**src/rtl/bit_align_lock.sv**
```systemverilog
// Lane alignment controller: steers a 4-bit bit aligner with slip/reset until the
// training nibble is seen MATCH_COUNT times in a row, then monitors the lock.
module bit_align_lock #(
  parameter logic [3:0]  TRAIN_NIBBLE = 4'b0110,
  parameter int unsigned MATCH_COUNT  = 64,
  parameter int unsigned SETTLE_BEATS = 2,
  parameter int unsigned MAX_SWEEPS   = 4,
  parameter int unsigned ERR_THRESH   = 8
) (
  input  logic        clk,
  input  logic        rst_n,
  input  logic        enable,
  input  logic        restart,
  input  logic [3:0]  din,
  input  logic        ce_din,
  output logic        slip,
  output logic        align_rst,
  output logic        locked,
  output logic        fail,
  output logic [1:0]  slip_ptr,
  output logic [15:0] err_count
);

  // Handshake: ce_din qualifies din for one clk; there is no back-pressure.
  // slip and align_rst are one-clk pulses that the aligner acts on immediately.

  typedef enum logic [2:0] {
    ST_IDLE,
    ST_ALIGN_RST,
    ST_SETTLE,
    ST_CHECK,
    ST_SLIP,
    ST_LOCKED,
    ST_FAIL
  } state_e;

  localparam logic [3:0]  SETTLE_LAST = 4'(SETTLE_BEATS - 1);
  localparam logic [15:0] MATCH_LAST  = 16'(MATCH_COUNT - 1);
  localparam logic [3:0]  SWEEP_MAX   = 4'(MAX_SWEEPS);
  localparam logic [7:0]  ERR_LAST    = 8'(ERR_THRESH - 1);

  state_e      state_q, state_d;
  logic [3:0]  settle_q, settle_d;
  logic [15:0] match_q, match_d;
  logic [3:0]  sweep_q, sweep_d;
  logic [7:0]  cerr_q, cerr_d;
  logic [1:0]  slip_ptr_q, slip_ptr_d;
  logic [15:0] err_count_q, err_count_d;
  logic        slip_q, slip_d;
  logic        align_rst_q, align_rst_d;
  logic        locked_q, locked_d;
  logic        fail_q, fail_d;
  logic        is_match;

  assign is_match = (din == TRAIN_NIBBLE);

  always_comb begin
    state_d     = state_q;
    settle_d    = settle_q;
    match_d     = match_q;
    sweep_d     = sweep_q;
    cerr_d      = cerr_q;
    slip_ptr_d  = slip_ptr_q;
    err_count_d = err_count_q;

    // enable low is a hard force to IDLE; restart only acts while enabled.
    if (!enable) begin
      state_d = ST_IDLE;
    end else if (restart && (state_q != ST_IDLE)) begin
      state_d     = ST_ALIGN_RST;
      err_count_d = '0;
    end else begin
      case (state_q)
        ST_IDLE:      state_d = ST_ALIGN_RST;
        ST_ALIGN_RST: state_d = ST_SETTLE;
        ST_SETTLE: begin
          if (ce_din) begin
            if (settle_q == SETTLE_LAST) begin
              settle_d = '0;
              state_d  = ST_CHECK;
            end else begin
              settle_d = settle_q + 4'd1;
            end
          end
        end
        ST_CHECK: begin
          if (ce_din) begin
            if (is_match) begin
              if (match_q == MATCH_LAST) begin
                match_d = '0;
                cerr_d  = '0;
                state_d = ST_LOCKED;
              end else begin
                match_d = match_q + 16'd1;
              end
            end else begin
              match_d    = '0;
              slip_ptr_d = slip_ptr_q + 2'd1;
              if (slip_ptr_q == 2'd3) sweep_d = sweep_q + 4'd1;
              state_d    = ST_SLIP;
            end
          end
        end
        ST_SLIP: begin
          if (sweep_q == SWEEP_MAX) begin
            state_d = ST_FAIL;
          end else begin
            settle_d = '0;
            state_d  = ST_SETTLE;
          end
        end
        ST_LOCKED: begin
          if (ce_din) begin
            if (is_match) begin
              cerr_d = '0;
            end else begin
              if (err_count_q != 16'hFFFF) err_count_d = err_count_q + 16'd1;
              if (cerr_q == ERR_LAST) begin
                cerr_d  = '0;
                match_d = '0;
                state_d = ST_CHECK;
              end else begin
                cerr_d = cerr_q + 8'd1;
              end
            end
          end
        end
        ST_FAIL:  state_d = ST_FAIL;
        default:  state_d = ST_IDLE;
      endcase
    end

    // Entering ALIGN_RST restarts the whole search from rotation 0.
    if (state_d == ST_ALIGN_RST) begin
      slip_ptr_d = '0;
      sweep_d    = '0;
      match_d    = '0;
      settle_d   = '0;
      cerr_d     = '0;
    end

    slip_d      = (state_d == ST_SLIP);
    align_rst_d = (state_d == ST_ALIGN_RST);
    locked_d    = (state_d == ST_LOCKED);
    fail_d      = (state_d == ST_FAIL);
  end

  always_ff @(posedge clk or negedge rst_n) begin
    if (!rst_n) begin
      state_q     <= ST_IDLE;
      settle_q    <= '0;
      match_q     <= '0;
      sweep_q     <= '0;
      cerr_q      <= '0;
      slip_ptr_q  <= '0;
      err_count_q <= '0;
      slip_q      <= 1'b0;
      align_rst_q <= 1'b0;
      locked_q    <= 1'b0;
      fail_q      <= 1'b0;
    end else begin
      state_q     <= state_d;
      settle_q    <= settle_d;
      match_q     <= match_d;
      sweep_q     <= sweep_d;
      cerr_q      <= cerr_d;
      slip_ptr_q  <= slip_ptr_d;
      err_count_q <= err_count_d;
      slip_q      <= slip_d;
      align_rst_q <= align_rst_d;
      locked_q    <= locked_d;
      fail_q      <= fail_d;
    end
  end

  assign slip      = slip_q;
  assign align_rst = align_rst_q;
  assign locked    = locked_q;
  assign fail      = fail_q;
  assign slip_ptr  = slip_ptr_q;
  assign err_count = err_count_q;

endmodule
```
**config.mk**
```make
export PLATFORM = sky130hd
export DESIGN_NAME = bit_align_lock
export DESIGN_NICKNAME = d
export VERILOG_FILES = /design/src/rtl/bit_align_lock.sv
export SDC_FILE = /design/constraint.sdc
export NUM_CORES = 1
export LEC_CHECK = 0
export CAP_MARGIN = 15
export CORE_MARGIN = 2
export CORE_UTILIZATION = 40
export CTS_BUF_LIST = sky130_fd_sc_hd__clkbuf_4 sky130_fd_sc_hd__clkbuf_8 sky130_fd_sc_hd__clkbuf_16
export CTS_CLUSTER_SIZE = 14
export DETAILED_ROUTE_END_ITERATION = 8
export GPL_ROUTABILITY_DRIVEN = 0
export REMOVE_ABC_BUFFERS = 1
export SLEW_MARGIN = 5
export SYNTH_ARGS = -nofsm -noshare
export SYNTH_HDL_FRONTEND = slang
export SYNTH_SLANG_ARGS = --single-unit
```
**constraint.sdc**
```tcl
create_clock -name clk -period 3.2 [get_ports clk]
set_clock_uncertainty 0.2 [all_clocks]
set_input_delay 0.32 -clock clk [delete_from_list [all_inputs] [get_ports clk]]
set_output_delay 0.32 -clock clk [all_outputs]
set_load 0.02 [all_outputs]
```
== After elaboration in Yosys (flattened, before gate mapping) ==
Cells that the tools add are included.

* Output and inout port bits: 22
* Word-level logic and storage cells: 120
* Register bits after elaboration: 57
* Bits of input ports: 9

* Equality and inequality tests: 28
* $add $sub $neg: 6
* Mux-type cells: 57
* Reduce and logical (&&, ||, !) cells: 18

{| class="wikitable"
|+ Operators by type and width
! cell !! number
|-
| 16-bit 2-to-1 mux || 14
|-
| 8-bit 2-to-1 mux || 9
|-
| 4-bit 2-to-1 mux || 13
|-
| 3-bit 2-to-1 mux || 11
|-
| 16-bit by 1-bit adder with 16-bit output, second input constant || 2
|-
| 16-bit one-hot mux with 2 select lines || 1
|-
| 3-bit inequality test, second input constant || 8
|-
| 3-bit one-hot mux with 7 select lines || 1
|-
| 3-bit == test, second input constant || 6
|-
| 16-bit by 6-bit == test with 1-bit output, second input constant || 1
|-
| 16-bit inequality test, second input constant || 1
|-
| 8-bit one-hot mux with 2 select lines || 1
|-
| 5-bit AND reduction || 3
|-
| 7-bit AND reduction || 2
|-
| 2-bit nonzero test || 7
|-
| 2-bit 2-to-1 mux || 6
|-
| 3-bit nonzero test || 3
|-
| 4-bit by 1-bit adder with 4-bit output, second input constant || 2
|-
| 8-bit by 1-bit adder with 8-bit output, second input constant || 1
|-
| 4-bit by 3-bit == test with 1-bit output, second input constant || 2
|-
| 8-bit by 3-bit == test with 1-bit output, second input constant || 1
|-
| 4-bit one-hot mux with 2 select lines || 1
|-
| 3-bit by 1-bit == test with 1-bit output, second input constant || 2
|-
| 3-bit by 2-bit == test with 1-bit output, second input constant || 2
|-
| other kinds (8) || 9
|}

== Depth between registers and ports, before layout ==
Gate-level depths: netlist of run 1.

* Depth after elaboration: 10
* Depth in mapped cells: 9
* Mapped depth without buffers: 8

== Least setup slack after synthesis of run 1 ==
No wires, ideal clock.

* Kind: register to register
* From: reg settle_q[1]
* To: reg match_q[10]
* Library setup time: 0.127 ns
* Required time: 2.873 ns
* Slack: 0.815 ns
* Cell stages (with the launch flop): 10
* Arrival: 2.058 ns
* Cells stage by stage: dfrtp_1 inv_1 ha_1 or3b_2 o22ai_1 nor2_1 o21a_1 o31ai_4 buf_6 a21oi_1

* Cells in the longest elaborated chain, start to end: 9
* Elaborated cells between the ends (all ways): 16
* Those cells by class: eq/ne (7); mux (6); reduce/logical (3)

{| class="wikitable"
|+ RTL lines
! item !! RTL line !! RTL
|-
| from (decl) || 43 || <nowiki>logic [3:0] settle_q, settle_d;</nowiki>
|-
| from (signal assigned) || 163 || <nowiki>settle_q <= settle_d;</nowiki>
|-
| 4-bit by 1-bit == test with 1-bit output (*) || 78 || <nowiki>if (settle_q == SETTLE_LAST) begin</nowiki>
|-
| 3-bit 2-to-1 mux (*) || 78 ||
|-
| 3-bit 2-to-1 mux (*) || 77 || <nowiki>if (ce_din) begin</nowiki>
|-
| 3-bit one-hot mux with 7 select lines (*) || 73 || <nowiki>case (state_q)</nowiki>
|-
| 3-bit 2-to-1 mux (*) || 69 || <nowiki>end else if (restart && (state_q != ST_IDLE)) begin</nowiki>
|-
| 3-bit 2-to-1 mux (*) || 67 || <nowiki>if (!enable) begin</nowiki>
|-
| 3-bit by 1-bit == test with 1-bit output (*) || 134 || <nowiki>if (state_d == ST_ALIGN_RST) begin</nowiki>
|-
| 3-bit inequality test (no source line), or another cell as far along || -- ||
|-
| 7-bit AND reduction (no source line) || -- ||
|-
| to (signal assigned) || 164 || <nowiki>match_q <= match_d;</nowiki>
|-
| to (decl) || 44 || <nowiki>logic [15:0] match_q, match_d;</nowiki>
|}

Mark *: on every way between the ends. The rest lies on a longest branch, timed or not.
A chain may end at the register's enable or synchronous reset.

== Worst setup path in the final report of run 1 ==
* From: reg settle_q[1]
* To: reg sweep_q[2]

* Cells in the longest elaborated chain, start to end: 9
* Elaborated cells between the ends (all ways): 15
* Those cells by class: eq/ne (4); mux (6); reduce/logical (5)

{| class="wikitable"
|+ RTL lines
! item !! RTL line !! RTL
|-
| 4-bit by 1-bit == test with 1-bit output (*) || 78 ||
|-
| 3-bit 2-to-1 mux (*) || 78 ||
|-
| 3-bit 2-to-1 mux (*) || 77 ||
|-
| 3-bit one-hot mux with 7 select lines (*) || 73 ||
|-
| 3-bit 2-to-1 mux (*) || 69 ||
|-
| 3-bit 2-to-1 mux (*) || 67 ||
|-
| 3-bit by 1-bit == test with 1-bit output (*) || 134 ||
|-
| 2-bit inequality test (no source line) or 2-bit nonzero test (tied branches) || -- ||
|-
| 6-bit AND reduction (no source line) || -- ||
|-
| to (signal assigned) || 165 || <nowiki>sweep_q <= sweep_d;</nowiki>
|-
| to (decl) || 45 || <nowiki>logic [3:0] sweep_q, sweep_d;</nowiki>
|}

Marked as above.

==> results.py, run 1 <==
metrics = {
    "outcome": {
        "status": "complete, no violations",
    },
    "timing": {
        "clock.fmax_ghz": 0.392,
        "hold_ws_ps": 255,
        "setup_tns_ps": 0,
        "rsz0062_at_grt": "no",
        "worstMarginPinSlew_ps": 688,
        "setup_ws_ps": 651,
        "min_period_ps": 2550,
        "slew_headroom_pct": 53.8,
        "finalSetupViolations": 0,
        "report.final.hold_viol_count": 0,
        "fin_crit_sh_pct": 79.7,
        "drv_slew": 0,
    },
    "synthesis": {
        "synth_warnings": 0,
        "synth_edf_count": 0,
        "avgSynthCellArea_um2": 9.20,
        "synthesis.instances": 357,
        "seq_area_frac_synth_pct": 43.4,
        "synthesis.area_um2": 3280,
        "yosysUniqueCellTypes": 57,
        "synth_common_cells": "57 x dfrtp_1, 47 x nor2_1, 30 x a21oi_1",
        "synth.area.top_cells": "dfrtp_1 43%, nor2_1 5.4%, a21oi_1 4.6%",
        "synth_top_area_share_pct": 43.4,
        "ys_ff_latch": 57,
        "async_flop_share_pct": 100,
        "yosys.cell_count.top_type": "dfrtp_1",
        "synth_top_area_cell": "dfrtp_1",
        "synthFlopType": "dfrtp_1",
    },
    "critical_path": {
        "path_delay_family": "compound AO/OA/AOI/OAI gates",
        "critPathKind": "flop to flop",
        "path_buf_inv": 2,
        "critPathSlowestCell": "or3b_2",
        "worstPathArrival_ps": 2570,
        "cp-start-kind": "flop",
        "crit_chain": "inv_1 > ha_1 > or3b_2 > o22ai_1 > nor2_1 > o21a_1 > o31ai_4 > buf_4 > nor2_1",
        "slowest_delay_ps": 450,
        "path_common_cell": "nor2_1",
        "cp_data_required_time_ps": 3220,
        "critPathMaxFanout": 10,
        "end_kind": "flop",
    },
    "layout": {
        "nFillCells": 793,
        "instances_no_fill": 504,
        "drive_gt1_share_pct": 10.0,
        "num_antenna_cells": 0,
        "postLayoutCoreUtil_pct": 48.4,
        "multi_input_area_um2": 1750,
        "final_cell_area_um2": 3910,
        "area_growth_pct": 19.2,
        "fin_nets": 412,
        "seq_area_um2": 1430,
    },
    "global_routing": {
        "track_usage_pct": 17.7,
        "grt.overflow.total": 0,
        "grt_max_degree": 40,
        "grt_pass1_vias": 2599,
        "grt_pass1_wl_mm": 12.6,
        "antenna_found_initial": 0,
    },
    "floorplanning": {
        "initial_core_util_pct": 40.6,
        "core-area_um2": 8090,
        "dieHeight_um": 94.6,
        "std_cell_rows": 33,
        "dieArea_um2": 8950,
        "io-pin-count": 31,
        "die-width_um": 94.6,
    },
    "flow_run": {
        "maxCapViolCount": 0,
    },
    "route": {
        "detail_route.wl_per_cell_um": 14.3,
        "drtIter0Drc": 106,
        "drc": 0,
        "firstDrtPassIters": 4,
        "antenna_left": 0,
        "routed_wirelength_mm": 7.21,
        "vias": 2787,
        "vias_per_cell": 5.53,
    },
    "placement": {
        "hpwl_mm": 5.02,
        "dp_cells": 488,
        "pre_cts_slack_ps": 318,
        "placed_area_um2": 3700,
        "io_buffer_count": 30,
    },
    "pwr": {
        "power.density_nw_per_um2": 515,
        "ir_worst_vdd_v": 0.000327,
        "leakagePower_nw": 1.67,
        "power_mw": 2.01,
    },
    "clock_tree": {
        "ctsHtreeMaxLevel": 3,
        "cts_tree": "done",
        "cts_buffer_depth": 2,
        "numCtsBuffers": 9,
        "insertion_delay_ps": 340,
        "clk_pin_slew_ps": 60,
        "post_cts_resized": 0,
        "clock_sinks": 57,
        "root_buffer": "clkbuf_8",
    },
    "worst_hold_path": {
        "min-delay-path-class": "primary input to async pin",
    },
}
==> cell usage in the layout (no fill, tap or decap), types with 2 or more instances in the layout <==
cell type / Yosys / final
o21ai_0: 21 / 21
a31oi_1: 2 / 2
a41oi_1: 4 / 4
nand2_1: 20 / 20
clkdlybuf4s50_1: 0 / 29
nor2_1: 47 / 47
nor2b_1: 6 / 6
nand2b_1: 3 / 3
xor2_1: 15 / 15
xnor2_1: 3 / 3
or3b_1: 2 / 2
a311oi_1: 4 / 4
mux2i_1: 2 / 2
a21oi_1: 30 / 30
or3_1: 9 / 9
o22ai_1: 2 / 2
nand3b_1: 9 / 9
nand4_1: 15 / 15
a21oi_2: 4 / 4
clkbuf_8: 0 / 11
and3_1: 11 / 11
o21a_1: 2 / 2
clkinv_2: 0 / 2
buf_4: 1 / 7
o21ai_1: 2 / 2
inv_1: 9 / 9
nor4_1: 3 / 3
nor3_1: 8 / 8
nor3b_1: 2 / 2
o311a_1: 2 / 2
nand3_1: 17 / 17
dfrtp_1: 57 / 57
ha_1: 8 / 8
and2_1: 3 / 3
a22oi_1: 2 / 2
==> layout make-up <==
| type | count | area share [%] |
|---|---|---|
| inverters | 9 | 0.863 |
| repair buffers | 39 | 9.65 |
| clock buffers | 12 | 4.06 |
| flip-flops and latches | 57 | 36.4 |
| clock inverters | 3 | 1.02 |
| multi-input cells | 279 | 44.6 |
| well taps | 105 | 3.36 |
==> power breakdown <==
part | switching (mW) | internal (mW)
combinational | 0.315 | 0.194
clock | 0.285 | 0.404
sequential | 0.0579 | 0.758
==> repair_timing <==
action                    4_1_cts  5_1_grt
hold endpoints to repair       18        0
hold buffers                    1        0
buffers inserted                0        0
==> registers in the layout (all words and copies together), names as in the netlist <==
| register | count |
|---|---|
| err_count | 16 |
| sweep_q | 4 |
| fail | 1 |
| align_rst | 1 |
| settle_q | 4 |
| slip | 1 |
| match_q | 16 |
| state_q | 3 |
| cerr_q | 8 |
| locked | 1 |
| slip_ptr | 2 |
==> cell families after synthesis <==
kind of cell	count (synthesis)	synth area share [%]
muxes	2	0.610
buffers and inverters	21	3.39
xor gates and xnor gates	18	4.80
AOI/OAI and AO/OA	82	16.5
and+or+nand+nor	169	28.2
DFF	57	43.4
adders and majority gates	8	3.05
==> worst register-to-register path, cell delays in order (launching register included) <==
cell and delay, ps:
dfrtp_1 400, inv_1 60, ha_1 130, or3b_2 450, o22ai_1 210, nor2_1 110
o21a_1 240, o31ai_4 310, buf_4 240, nor2_1 70
==> per-layer routing <==
layer  global-route usage [%]  share of wire, %
met1                     24.6                49
met2                     27.1                46
met3                     3.99               4.0
met4                     6.52               1.3
met5                        0                 0
==> worst paths after layout <==
check	startpoint	end	slack (ps)	cells past startpoint
setup / recovery	settle_q[1]	sweep_q[2]	650	9
hold / removal	rst_n	err_count[7]	250	2
setup reg to reg	settle_q[1]	sweep_q[2]	650	9
hold reg to reg	cerr_q[7]	cerr_q[7]	310	1
max in group asynchronous	rst_n	state_q[1]	1690	3
min in group clk	cerr_q[7]	cerr_q[7]	310	1
Note: power is estimated with default switching activity, not from simulation.
==> run 2: changes to the inputs <==
==> constraint.sdc (replaced) <==
create_clock -name clk -period 2.3 [get_ports clk]
set_clock_uncertainty 0.2 [all_clocks]
set_input_delay 0.23 -clock clk [delete_from_list [all_inputs] [get_ports clk]]
set_output_delay 0.23 -clock clk [all_outputs]
set_load 0.02 [all_outputs]
==> run 2 against run 1 <==
Against the previous run:
- the flow now finishes with violations (setup timing)
- hold slack lost 37 ps
- global-route usage is 3.1 points higher
- first-iteration DRC count increased by 53%
- largest power group is now combinational cells
- highest routed layer unchanged
==> results.py, run 2 (synthesis results as in run 1) <==
metrics = {
    "flow_run": {
        "maxCapViolCount": 0,
    },
    "clock_tree": {
        "root_buffer": "clkbuf_8",
        "cts_buffer_depth": 2,
        "cts_tree": "done",
        "clk_pin_slew_ps": 70,
        "numCtsBuffers": 9,
        "clock_sinks": 57,
        "insertion_delay_ps": 340,
        "ctsHtreeMaxLevel": 3,
    },
    "layout": {
        "final_cell_mix": "79 x buf_4, 56 x dfrtp_1, 43 x nor2_1",
        "area_growth_pct": 44.5,
        "nFillCells": 718,
        "fin_nets": 491,
        "layout_commonest_cell": "buf_4",
        "num_antenna_cells": 0,
        "instances_no_fill": 584,
        "drive_gt1_share_pct": 30.1,
        "seq_area_um2": 1430,
        "multi_input_area_um2": 1870,
    },
    "floorplanning": {
        "std_cell_rows": 33,
        "die-width_um": 94.6,
        "initial_core_util_pct": 40.6,
        "dieHeight_um": 94.6,
        "io-pin-count": 31,
        "core-area_um2": 8090,
        "dieArea_um2": 8950,
    },
    "global_routing": {
        "grt_max_degree": 58,
        "grt.overflow.total": 0,
        "antenna_found_initial": 0,
        "grt_pass1_vias": 3126,
        "track_usage_pct": 20.8,
        "grt_pass1_wl_mm": 14.6,
    },
    "placement": {
        "io_buffer_count": 30,
        "hpwl_mm": 5.74,
        "dp_cells": 555,
    },
    "timing": {
        "rsz0062_at_grt": "yes",
        "hold_ws_ps": 218,
        "clock.fmax_ghz": 0.421,
        "setup_ws_ps": -73.6,
        "setup_tns_ps": -1600,
        "slew_headroom_pct": 60.0,
        "fin_crit_sh_pct": 103,
        "drv_slew": 0,
        "report.final.hold_viol_count": 0,
        "min_period_ps": 2370,
        "worstMarginPinSlew_ps": 593,
        "finalSetupViolations": 34,
    },
    "critical_path": {
        "critPathKind": "flop to flop",
        "crit_chain": "or4_4 > nor3_4 > a31o_2 > o311ai_4 > o31ai_4 > buf_6 > buf_6 > a311oi_2",
        "critPathMaxFanout": 6,
        "cp_data_required_time_ps": 2300,
        "cp-start-kind": "flop",
        "path_common_cell": "buf_6",
        "end_kind": "flop",
        "slowest_delay_ps": 560,
        "worstPathArrival_ps": 2370,
        "critPathSlowestCell": "or4_4",
    },
    "pwr": {
        "leakagePower_nw": 2.12,
        "ir_worst_vdd_v": 0.000388,
        "power.density_nw_per_um2": 775,
    },
    "route": {
        "firstDrtPassIters": 4,
        "routed_wirelength_mm": 8.50,
        "drc": 0,
        "detail_route.wl_per_cell_um": 14.6,
        "vias": 3123,
        "vias_per_cell": 5.35,
        "antenna_left": 0,
        "drtIter0Drc": 162,
    },
    "outcome": {
        "violations": "setup timing",
        "status": "complete, but fails checks",
    },
    "worst_hold_path": {
        "min-delay-path-class": "primary input to async pin",
    },
}
run 2: cell count changes in the layout (fill, tap and decap cells not counted), sizes merged:
cell	delta
clkbuf	-2
clkinvlp	+2
bufinv	+2
buf	+78
run 2: per-stage QoR:
step	total power [mW]	worst slack, ps	utilization (%)	instance area, um^2
2_1_floorplan	1.56	-499	-	3210
3_3_place_gp	2.09	-355	52.1	4220
3_5_place_dp	2.10	-392	52.1	4220
4_1_cts	3.54	-48.8	57.1	4620
5_1_grt	3.84	-159	58.6	4740
6_report	3.67	-73.6	58.6	4740
run 2: critical path, delay by kind of cell, from the launching register on:
family,cells,cell delay [ps]
flip-flops,1,380
buffers and inverters,2,310
AND/OR/NAND/NOR,2,730
AO/OA/AOI/OAI,4,600
run 2: layer usage:
metal  part of all wire [%]  global-route usage [%]  vias to the layer above
met1                     48                    27.1                     1519
li1                       -                       -                     1547
met3                    3.1                    4.39                       10
met5                      0                       0                        -
met4                   0.88                    5.80                        0
met2                     48                    35.1                       47
run 2: power by group:
group          switching (mW)  internal, mW  leakage (nW)
clock network           0.438         0.719         0.115
logic                   0.692         0.726          1.22
registers              0.0432          1.06         0.789
total                    1.17          2.50          2.12
run 2: cell type report:
type	count	area share, %
sequential	57	30.1
multi-input combinational	279	39.5
timing repair buffer	118	21.8
clock inverter	7	2.51
clock buffer	9	2.61
tap	105	2.77
inverter	9	0.712
run 2: final timing paths:
check / slack (ps) / to / from / cells past startpoint
hold / removal: 220 / err_count[7] / rst_n / 3
max in group asynchronous: 1410 / state_q[2] / rst_n / 3
min in group clk: 360 / sweep_q[3] / sweep_q[3] / 2
setup reg to reg: -70 / cerr_q[6] / cerr_q[3] / 8
setup / recovery: -70 / cerr_q[6] / cerr_q[3] / 8
hold reg to reg: 360 / sweep_q[3] / sweep_q[3] / 2
run 2: what timing repair did:
item                                    in CTS  in global routing
hold endpoints to repair                    57                  0
hold buffers                                 1                  0
setup buffers                                8                  2
pin swaps                                    5                  7
endpoints found under the setup margin      51                 43
cloned                                       1                  1
resized for setup                           14                 19
==> run 3: changes to the inputs <==
--- a/config.mk
+++ b/config.mk
@@ -11,8 +11,8 @@
 export CTS_BUF_LIST = sky130_fd_sc_hd__clkbuf_4 sky130_fd_sc_hd__clkbuf_8 sky130_fd_sc_hd__clkbuf_16
 export CTS_CLUSTER_SIZE = 14
 export DETAILED_ROUTE_END_ITERATION = 8
-export GPL_ROUTABILITY_DRIVEN = 0
 export REMOVE_ABC_BUFFERS = 1
+export SKIP_LAST_GASP = 1
 export SLEW_MARGIN = 5
 export SYNTH_ARGS = -nofsm -noshare
 export SYNTH_HDL_FRONTEND = slang
==> run 3 against run 2 <==
Against the previous run:
- the run still ends with setup timing left
- die area is the same
- global-route usage is the same
- utilization is essentially flat
- maximum frequency is essentially flat
- register-to-register slack is essentially flat
- via count grew 0.42%
- power is essentially flat
- combinational power is essentially flat
- non-clock buffer count is the same
- cell count is the same
- final area is essentially flat
==> results.py, run 3 (synthesis results as in run 1) <==
metrics = {
    "timing": {
        "setup_ws_ps": -71.9,
        "setup_tns_ps": -1560,
        "rsz0062_at_grt": "yes",
        "clock.fmax_ghz": 0.422,
        "fin_crit_sh_pct": 103,
        "worstMarginPinSlew_ps": 597,
        "hold_ws_ps": 200,
        "min_period_ps": 2370,
        "drv_slew": 0,
        "report.final.hold_viol_count": 0,
        "slew_headroom_pct": 59.8,
        "finalSetupViolations": 34,
    },
    "route": {
        "detail_route.wl_per_cell_um": 14.5,
        "drc": 0,
        "firstDrtPassIters": 5,
        "vias_per_cell": 5.37,
        "vias": 3136,
        "routed_wirelength_mm": 8.50,
        "antenna_left": 0,
        "drtIter0Drc": 153,
    },
    "clock_tree": {
        "cts_tree": "done",
        "root_buffer": "clkbuf_8",
        "clock_sinks": 57,
        "cts_buffer_depth": 2,
        "ctsHtreeMaxLevel": 3,
        "numCtsBuffers": 9,
        "clk_pin_slew_ps": 70,
        "insertion_delay_ps": 350,
    },
    "pwr": {
        "power.density_nw_per_um2": 775,
        "power.internal_mw": 2.50,
        "sw_frac_of_total_pct": 31.9,
        "combPwrFrac_pct": 38.5,
        "leakagePower_nw": 2.12,
        "seq_power_share_pct": 29.9,
        "power_mw": 3.67,
        "ir_worst_vdd_v": 0.000388,
        "p_switching_mw": 1.17,
        "pwr-share-clk_pct": 31.6,
    },
    "placement": {
        "io_buffer_count": 30,
        "hpwl_mm": 5.74,
        "gp_congestion": 0.813,
    },
    "layout": {
        "layout_commonest_cell": "buf_4",
        "postLayoutCoreUtil_pct": 58.6,
        "area_growth_pct": 44.4,
        "fin_nets": 491,
        "final_cell_mix": "79 x buf_4, 56 x dfrtp_1, 43 x nor2_1",
        "num_antenna_cells": 0,
        "drive_gt1_share_pct": 29.9,
    },
    "critical_path": {
        "reg2reg_slack_ps": -70,
        "critPathMaxFanout": 6,
        "end_kind": "flop",
        "critPathKind": "flop to flop",
        "r2r_cells": 8,
        "cp_data_required_time_ps": 2300,
        "r2r_end": "cerr_q[6]",
        "cp-start-kind": "flop",
        "timing.rr.start": "cerr_q[3]",
        "worstPathArrival_ps": 2370,
    },
    "outcome": {
        "status": "complete, but fails checks",
        "violations": "setup timing",
    },
    "global_routing": {
        "grt.overflow.total": 0,
        "antenna_found_initial": 0,
        "track_usage_pct": 20.8,
        "grt_pass1_vias": 3126,
        "grt_pass1_wl_mm": 14.6,
        "grt_max_degree": 58,
    },
    "floorplanning": {
        "dieHeight_um": 94.6,
        "std_cell_rows": 33,
        "core-area_um2": 8090,
        "io-pin-count": 31,
        "dieArea_um2": 8950,
        "initial_core_util_pct": 40.6,
        "die-width_um": 94.6,
    },
    "worst_hold_path": {
        "min-delay-path-class": "primary input to async pin",
    },
    "flow_run": {
        "maxCapViolCount": 0,
    },
}
==> run 3: changes by cell type in the layout (fill, tap and decap cells not counted) <==
cell / change
a21oi_2: -1
a21oi_1: +1
==> run 3: what timing repair did <==
item / in CTS / in global routing
gates cloned: 1 / 1
setup endpoints to repair: 51 / 43
hold buffers: 1 / 0
gates resized for setup: 14 / 18
pin swaps: 5 / 6
endpoints found under the hold margin: 57 / 0
buffers inserted: 8 / 2
==> run 3: metrics by stage <==
step / setup WS (ps) / area [um^2] / instances
2_1_floorplan: -499 / 3210 / 345
3_3_place_gp: -355 / 4220 / 555
3_5_place_dp: -392 / 4220 / 555
4_1_cts: -48.8 / 4620 / 581
5_1_grt: -164 / 4740 / 584
6_report: -71.9 / 4740 / 584
==> run 3: critical path, stage by stage, from the launching register on <==
cell	delay [ps]
dfrtp_1	380
or4_4	560
nor3_4	170
a31o_2	200
o311ai_4	120
o31ai_4	230
buf_6	180
buf_6	130
a311oi_2	50
==> run 3: how the worst max path moves through the flow <==
stage | slack [ps] | from | depth (start not counted) | endpoint
2_1_floorplan | -500 | settle_q[1] | 8 | cerr_q[4]
3_3_place_gp | -360 | din[2] | 8 | cerr_q[6]
3_5_place_dp | -390 | din[3] | 7 | err_count[9]
4_1_cts | -50 | settle_q[1] | 10 | match_q[13]
5_1_grt | -160 | match_q[0] | 9 | sweep_q[3]
6_report | -70 | cerr_q[3] | 8 | cerr_q[6]
==> run 3: layer usage <==
layer	vias up	share of wire [%]	track usage (%)
met4	0	0.85	5.80
met1	1531	47	27.1
met5	-	0	0
met2	50	48	35.1
li1	1547	-	-
met3	8	3.5	4.39
==> run 3: cell type report <==
class	count	area, um^2
Sequential cell	57	1430
Clock buffer	9	124
Fill cell	720	3350
Clock inverter	7	119
Inverter	9	33.8
Multi-Input combinational cell	279	1870
Timing Repair Buffer	118	1040
Tap cell	105	131
==> run 3: power groups by stage <==
stage	Combinational, mW	Sequential (mW)	Clock (mW)
global route	1.51	1.10	1.23
floorplan	0.388	1.17	0
finish	1.41	1.10	1.16
detailed placement	0.984	1.12	0
CTS	1.27	1.10	1.18
global placement	0.970	1.12	0
